## config.mk

```make
export PLATFORM = sky130hd
export DESIGN_NAME = regfile
export DESIGN_NICKNAME = d
export VERILOG_FILES = /design/src/rtl/regfile.sv
export SDC_FILE = /design/constraint.sdc
export NUM_CORES = 2
export LEC_CHECK = 0
export BUFFER_PORTS_ARGS = -buffer_cell sky130_fd_sc_hd__buf_2
export CORE_MARGIN = 2
export CORE_UTILIZATION = 32
export CTS_CLUSTER_SIZE = 10
export DETAILED_ROUTE_END_ITERATION = 8
export PLACE_DENSITY = 0.52
export SKIP_CTS_REPAIR_TIMING = 1
export SKIP_LAST_GASP = 1
export SYNTH_ARGS = -nofsm -noshare
export SYNTH_HDL_FRONTEND = slang
export SYNTH_SLANG_ARGS = --single-unit
```

## constraint.sdc

```tcl
create_clock -name clk -period 2.2 [get_ports clk]
set_clock_uncertainty 0.15 [all_clocks]
set_input_delay 0.11 -clock clk [delete_from_list [all_inputs] [get_ports clk]]
set_output_delay 0.11 -clock clk [all_outputs]
set_load 0.01 [all_outputs]
```

## src/rtl/regfile.sv

```systemverilog
// ============================================================================
// regfile : 32 x DATA_W GPRs plus HI/LO, two forwarded combinational read ports
// Revision: 1.0
// ============================================================================
`default_nettype none

module regfile #(
  parameter int DATA_W   = 32,
  parameter int ADDR_W   = 5,
  parameter int NUM_REGS = 32
) (
  input  logic              clk,
  input  logic              rst,
  input  logic              we,
  input  logic [ADDR_W-1:0] waddr,
  input  logic [DATA_W-1:0] wdata,
  input  logic              re1,
  input  logic [ADDR_W-1:0] raddr1,
  output logic [DATA_W-1:0] rdata1,
  input  logic              re2,
  input  logic [ADDR_W-1:0] raddr2,
  output logic [DATA_W-1:0] rdata2,
  input  logic              whilo,
  input  logic [DATA_W-1:0] hi_i,
  input  logic [DATA_W-1:0] lo_i,
  output logic [DATA_W-1:0] hi_o,
  output logic [DATA_W-1:0] lo_o
);

  logic [DATA_W-1:0] gpr_q [NUM_REGS];
  logic [DATA_W-1:0] gpr_d [NUM_REGS];
  logic [DATA_W-1:0] hi_q, hi_d;
  logic [DATA_W-1:0] lo_q, lo_d;

  always_comb begin
    gpr_d = gpr_q;
    if (we && (waddr != '0)) begin
      gpr_d[waddr] = wdata;
    end
    // r0 is hardwired; pinning its next-state lets synthesis prune the flops
    gpr_d[0] = '0;
  end

  always_comb begin
    hi_d = hi_q;
    lo_d = lo_q;
    if (whilo) begin
      hi_d = hi_i;
      lo_d = lo_i;
    end
  end

  always_ff @(posedge clk or negedge rst) begin
    if (!rst) begin
      for (int i = 0; i < NUM_REGS; i++) begin
        gpr_q[i] <= '0;
      end
      hi_q <= '0;
      lo_q <= '0;
    end else begin
      gpr_q <= gpr_d;
      hi_q  <= hi_d;
      lo_q  <= lo_d;
    end
  end

  always_comb begin
    rdata1 = '0;
    if (rst && re1 && (raddr1 != '0)) begin
      rdata1 = (we && (waddr == raddr1)) ? wdata : gpr_q[raddr1];
    end
  end

  always_comb begin
    rdata2 = '0;
    if (rst && re2 && (raddr2 != '0)) begin
      rdata2 = (we && (waddr == raddr2)) ? wdata : gpr_q[raddr2];
    end
  end

  always_comb begin
    hi_o = '0;
    lo_o = '0;
    if (rst) begin
      hi_o = whilo ? hi_i : hi_q;
      lo_o = whilo ? lo_i : lo_q;
    end
  end

endmodule

`default_nettype wire

```

# == After elaboration in Yosys (flattened, before gate mapping) ==
# Index checks and enable logic that the tools add are counted.
# totals
out_inout_bits,128
in_bits,117
register_bits,1056
# op_classes
n_eq_ne,2
n_lt_le_gt_ge,4
n_reduce_logical,11
bitwise,3
muxes,17
# ops
op,n
bitwise mux 1024 bit,1
two-way mux 32 bit,13
binary-select mux 32 bit (select 5 bit),2
demux 32 bit (select 5 bit),1
"greater-or-equal comparator 6 bit, second input constant",3
NOT 5 -> 6 bit,3
nonzero test 5 bit,3
== test 5 bit,2
logical AND 1 bit,8
"less-than comparator 6 x 1 -> 1 bit, second input constant",1

# == Longest topological paths before layout ==
# depth
word_depth,6
ltp_mapped,10
mapped_depth_nobuf,5

# == Worst setup path before layout ==
# OpenSTA, ideal clock, no wires.
# synth_timing
kind,input-to-output
from,in raddr2[0]
to,out rdata2[3]
arrival_time_ns,2.001
stages,7
setup_slack_ns,-0.061
n_path_buf,4
path_cell_list,buf_2 -> buf_6 -> buf_4 -> buf_1 -> mux4_2 -> a221oi_1 -> a31oi_1
# synth_between
elab_chain_len,6
word_cells_on_any_way,10
classes_between,eq/ne: 1; mux: 5; bitwise: 1; reduce/logical: 3
# synth_lines
element,line_no,text
start: declaration,21,"input logic [ADDR_W-1:0] raddr2,"
NOT 5 -> 6 bit (implied by the code),77,rdata2 = (we && (waddr == raddr2)) ? wdata : gpr_q[raddr2];
binary-select mux 32 bit (select 5 bit),77,
two-way mux 32 bit (implied by the code) (2 in series),77,
two-way mux 32 bit,77,
two-way mux 32 bit (*),76,if (rst && re2 && (raddr2 != '0)) begin
end: declaration,22,"output logic [DATA_W-1:0] rdata2,"
# Every way passes the cells marked *; elsewhere a longest branch is shown, timed or not. The select of a mux whose other input is x is not followed.

# == Worst setup path after layout ==
# layout_timing
from,reg gpr_q[137] in the netlist's numbering
to,out rdata2[9]
# layout_between
elab_chain_len,5
# layout_lines
element,line_no,text
start: declaration,30,logic [DATA_W-1:0] gpr_q [NUM_REGS];
start signal: assignment,61,gpr_q <= gpr_d;
binary-select mux 32 bit (select 5 bit),77,
two-way mux 32 bit (implied by the code) (2 in series),77,
two-way mux 32 bit,77,
two-way mux 32 bit,76,
# Every way passes these cells. The select of a mux whose other input is x is not followed.

==> results.py <==
metrics = {
    "run_status": {
        "status": "complete, but fails checks",
        "violations": "negative hold slack, negative setup slack",
    },
    "floorplan": {
        "ioPinCount": 245,
        "die_y_um": 423,
        "dieArea_mm2": 0.179,
        "rows": 153,
        "coreArea_mm2": 0.174,
        "die-width_um": 423,
        "initial_utilization": 0.323,
    },
    "run": {
        "drv_cap": 0,
    },
    "routing": {
        "drc_errors": 0,
        "via_count": 40900,
        "detail-route-antenna-nets": 0,
        "drt_iter0_drc": 3304,
        "wl_per_cell_um": 28.4,
        "vias_per_cell": 5.58,
        "routed_wl_um": 208000,
        "drt_pass1_iterations": 5,
    },
    "timing": {
        "tightest_slew_ns": 1.30,
        "min_period_ns": 3.07,
        "setup_viol_count_final": 335,
        "rsz0062_at_grt": "true",
        "fmax_mhz": 326,
        "finalCritPeriodShare": 1.39,
        "drv_slew": 0,
        "slew_headroom": 0.129,
        "finalHoldViolations": 147,
        "hold_slack_ns": -0.148,
        "worst_slack_ns": -0.866,
    },
    "synthesis": {
        "syn_area_mm2": 0.0561,
        "synthesis.nets": 4323,
        "synth_common_cells": "dfrtp_1, mux2_2, mux4_2, nand2_1, o21ai_0",
        "seq_area_frac_synth": 0.471,
        "synth_top_cell_area_share": 0.471,
        "ys_async_sr_fraction": 1.00,
        "syn_avg_cell_area_um2": 13.3,
        "synth-edff-count": 0,
        "synth_seq_cells": 1056,
        "synth-main-ff-cell": "dfrtp_1",
        "post_synth_num_cell_types": 47,
        "yosys-top-cells-area": "dfrtp_1, mux2_2, mux4_2",
        "post-synth-top-area-cell": "dfrtp_1",
        "synth_most_common_cell": "dfrtp_1",
        "syn_inst": 4206,
        "ys_warn_count": 0,
    },
    "grt": {
        "gr-total-overflow": 0,
        "grt_pass1_wl_um": 296000,
        "grt_use_total": 0.226,
        "antenna_found_initial": 10,
        "grt_pass1_vias": 40900,
        "grt_max_degree": 145,
    },
    "critical_path": {
        "crit_top_cell": "mux4_2",
        "path_cells": "mux4_2, mux4_2, a221o_2, buf_6",
        "start_kind": "flip-flop",
        "worstPathRequired_ns": 1.94,
        "critPathSlowestCell": "mux4_2",
        "crit_type": "flip-flop to output pin",
        "critPathMaxFanout": 2,
        "slowest_delay_ns": 0.53,
        "cp-end-kind": "output pin",
        "worstPathArrival_ns": 2.81,
    },
    "cells_and_area": {
        "syn_to_final_growth_pct": 28.6,
        "postLayoutCellArea_mm2": 0.0722,
        "nNetsFinal": 5058,
        "nFillCells": 16000,
        "drive_gt1_frac": 0.490,
        "final_cells": 7327,
    },
    "placement": {
        "post_dp_cell_area_mm2": 0.0647,
        "gp_congestion": 0.859,
        "placed_cells": 6900,
        "portBuffers": 244,
        "place_hpwl_um": 137000,
    },
    "clock_network": {
        "clk_transition_reported_paths_ns": 0.05,
        "cts.sinks": 1056,
        "cts_root_buf": "clkbuf_16",
        "clkLatencyLatePin_ns": 0.78,
        "clockBufferDepth": 3,
        "cts_max_level": 4,
        "cts-buffers-inserted": 130,
        "cts_tree": "built",
    },
    "power_and_ir_drop": {
        "powerDensity_mw_per_mm2": 824,
        "leakage_nw": 31.2,
        "ir_drop_mv": 0.904,
    },
    "worst_hold_path": {
        "hold_path.class": "primary input to asynchronous set/reset pin",
    },
}
[path summary, 6_finish.rpt]
path                                        start                     end  slack (ns)  cells after the start
setup / recovery           gpr_q[137]$_DFFE_PN0P_               rdata2[9]       -0.87                      4
hold / removal                                rst      lo_q[19]$_DFF_PN0_       -0.15                      6
setup reg to reg               lo_q[19]$_DFF_PN0_      lo_q[19]$_DFF_PN0_        0.71                      2
hold reg to reg            gpr_q[506]$_DFFE_PN0P_  gpr_q[506]$_DFFE_PN0P_        0.35                      2
max in group asynchronous                     rst  gpr_q[242]$_DFFE_PN0P_       -0.49                      8
min in group clk                        wdata[24]  gpr_q[856]$_DFFE_PN0P_        0.03                      3
[registers in the layout (all words and copies together) (netlist names)]
register	cells
hi_q	32
gpr_q	992
lo_q	32
[power breakdown]
part           internal (mW)  switching [mW]
Combinational           7.93            5.59
Sequential              23.1            2.61
Clock                   11.8            8.46
Total                   42.9            16.7
[layout make-up]
class / instances / area, um2 / area share
multi-input cells: 2702 / 29000 / 0.402
flip-flops and latches: 1056 / 26400 / 0.366
repair buffers: 1031 / 9950 / 0.138
clock buffers: 182 / 3760 / 0.0521
well taps: 2325 / 2910 / 0.0403
clock inverters: 9 / 81.3 / 0.00113
inverters: 20 / 78.8 / 0.00109
diodes: 2 / 5.00 / 0.0000693
[critical path, delay by kind of cell (launching register included)]
| family | cells | cell delay, ns |
|---|---|---|
| flip-flops | 1 | 0.40 |
| AO/OA/AOI/OAI | 1 | 0.45 |
| multiplexers | 2 | 1.02 |
| buffers and inverters | 1 | 0.16 |
[cells in the final DEF (no fill, tap or decap), types with 154 or more instances in the layout]
cell type,count
buf_2,213
mux2_2,875
o21ai_0,280
buf_4,379
nand2_1,325
dlygate4sd3_1,225
dfrtp_1,1056
buf_12,154
mux4_2,408
[through the flow]
| stage | hold slack [ns] | power (mW) | setup WS (ns) | utilization | setup TNS [ns] |
|---|---|---|---|---|---|
| finish | -0.148 | 59.5 | -0.866 | 0.415 | -120.45 |
| global placement | 0.0263 | 38.0 | -1.49 | 0.372 | -54.20 |
| floorplan | -0.336 | 33.6 | 0.00110 | - | 0 |
| global route | -0.0672 | 62.2 | -0.923 | 0.415 | -200.18 |
| detailed placement | 0.0351 | 38.3 | -1.41 | 0.372 | -52.50 |
| CTS | -0.812 | 58.8 | -1.41 | 0.394 | -61.23 |
[routing by layer]
metal,vias up,routed length (um),part of all wire,GRT usage
li1,17400,-,-,-
met1,21700,87400,0.42,0.299
met2,1396,98500,0.47,0.362
met3,448,12700,0.061,0.0429
met4,10,9350,0.045,0.0946
met5,-,70,0.00034,0
[logic make-up after synthesis]
kind of cell / after synthesis / share of synthesized area
flip-flops: 1056 / 0.471
buffers and inverters: 448 / 0.0353
AO/OA/AOI/OAI: 658 / 0.0759
AND/OR/NAND/NOR: 580 / 0.0464
multiplexers: 1454 / 0.370
XOR/XNOR: 10 / 0.00156
Power figures use the tool's default switching activity.
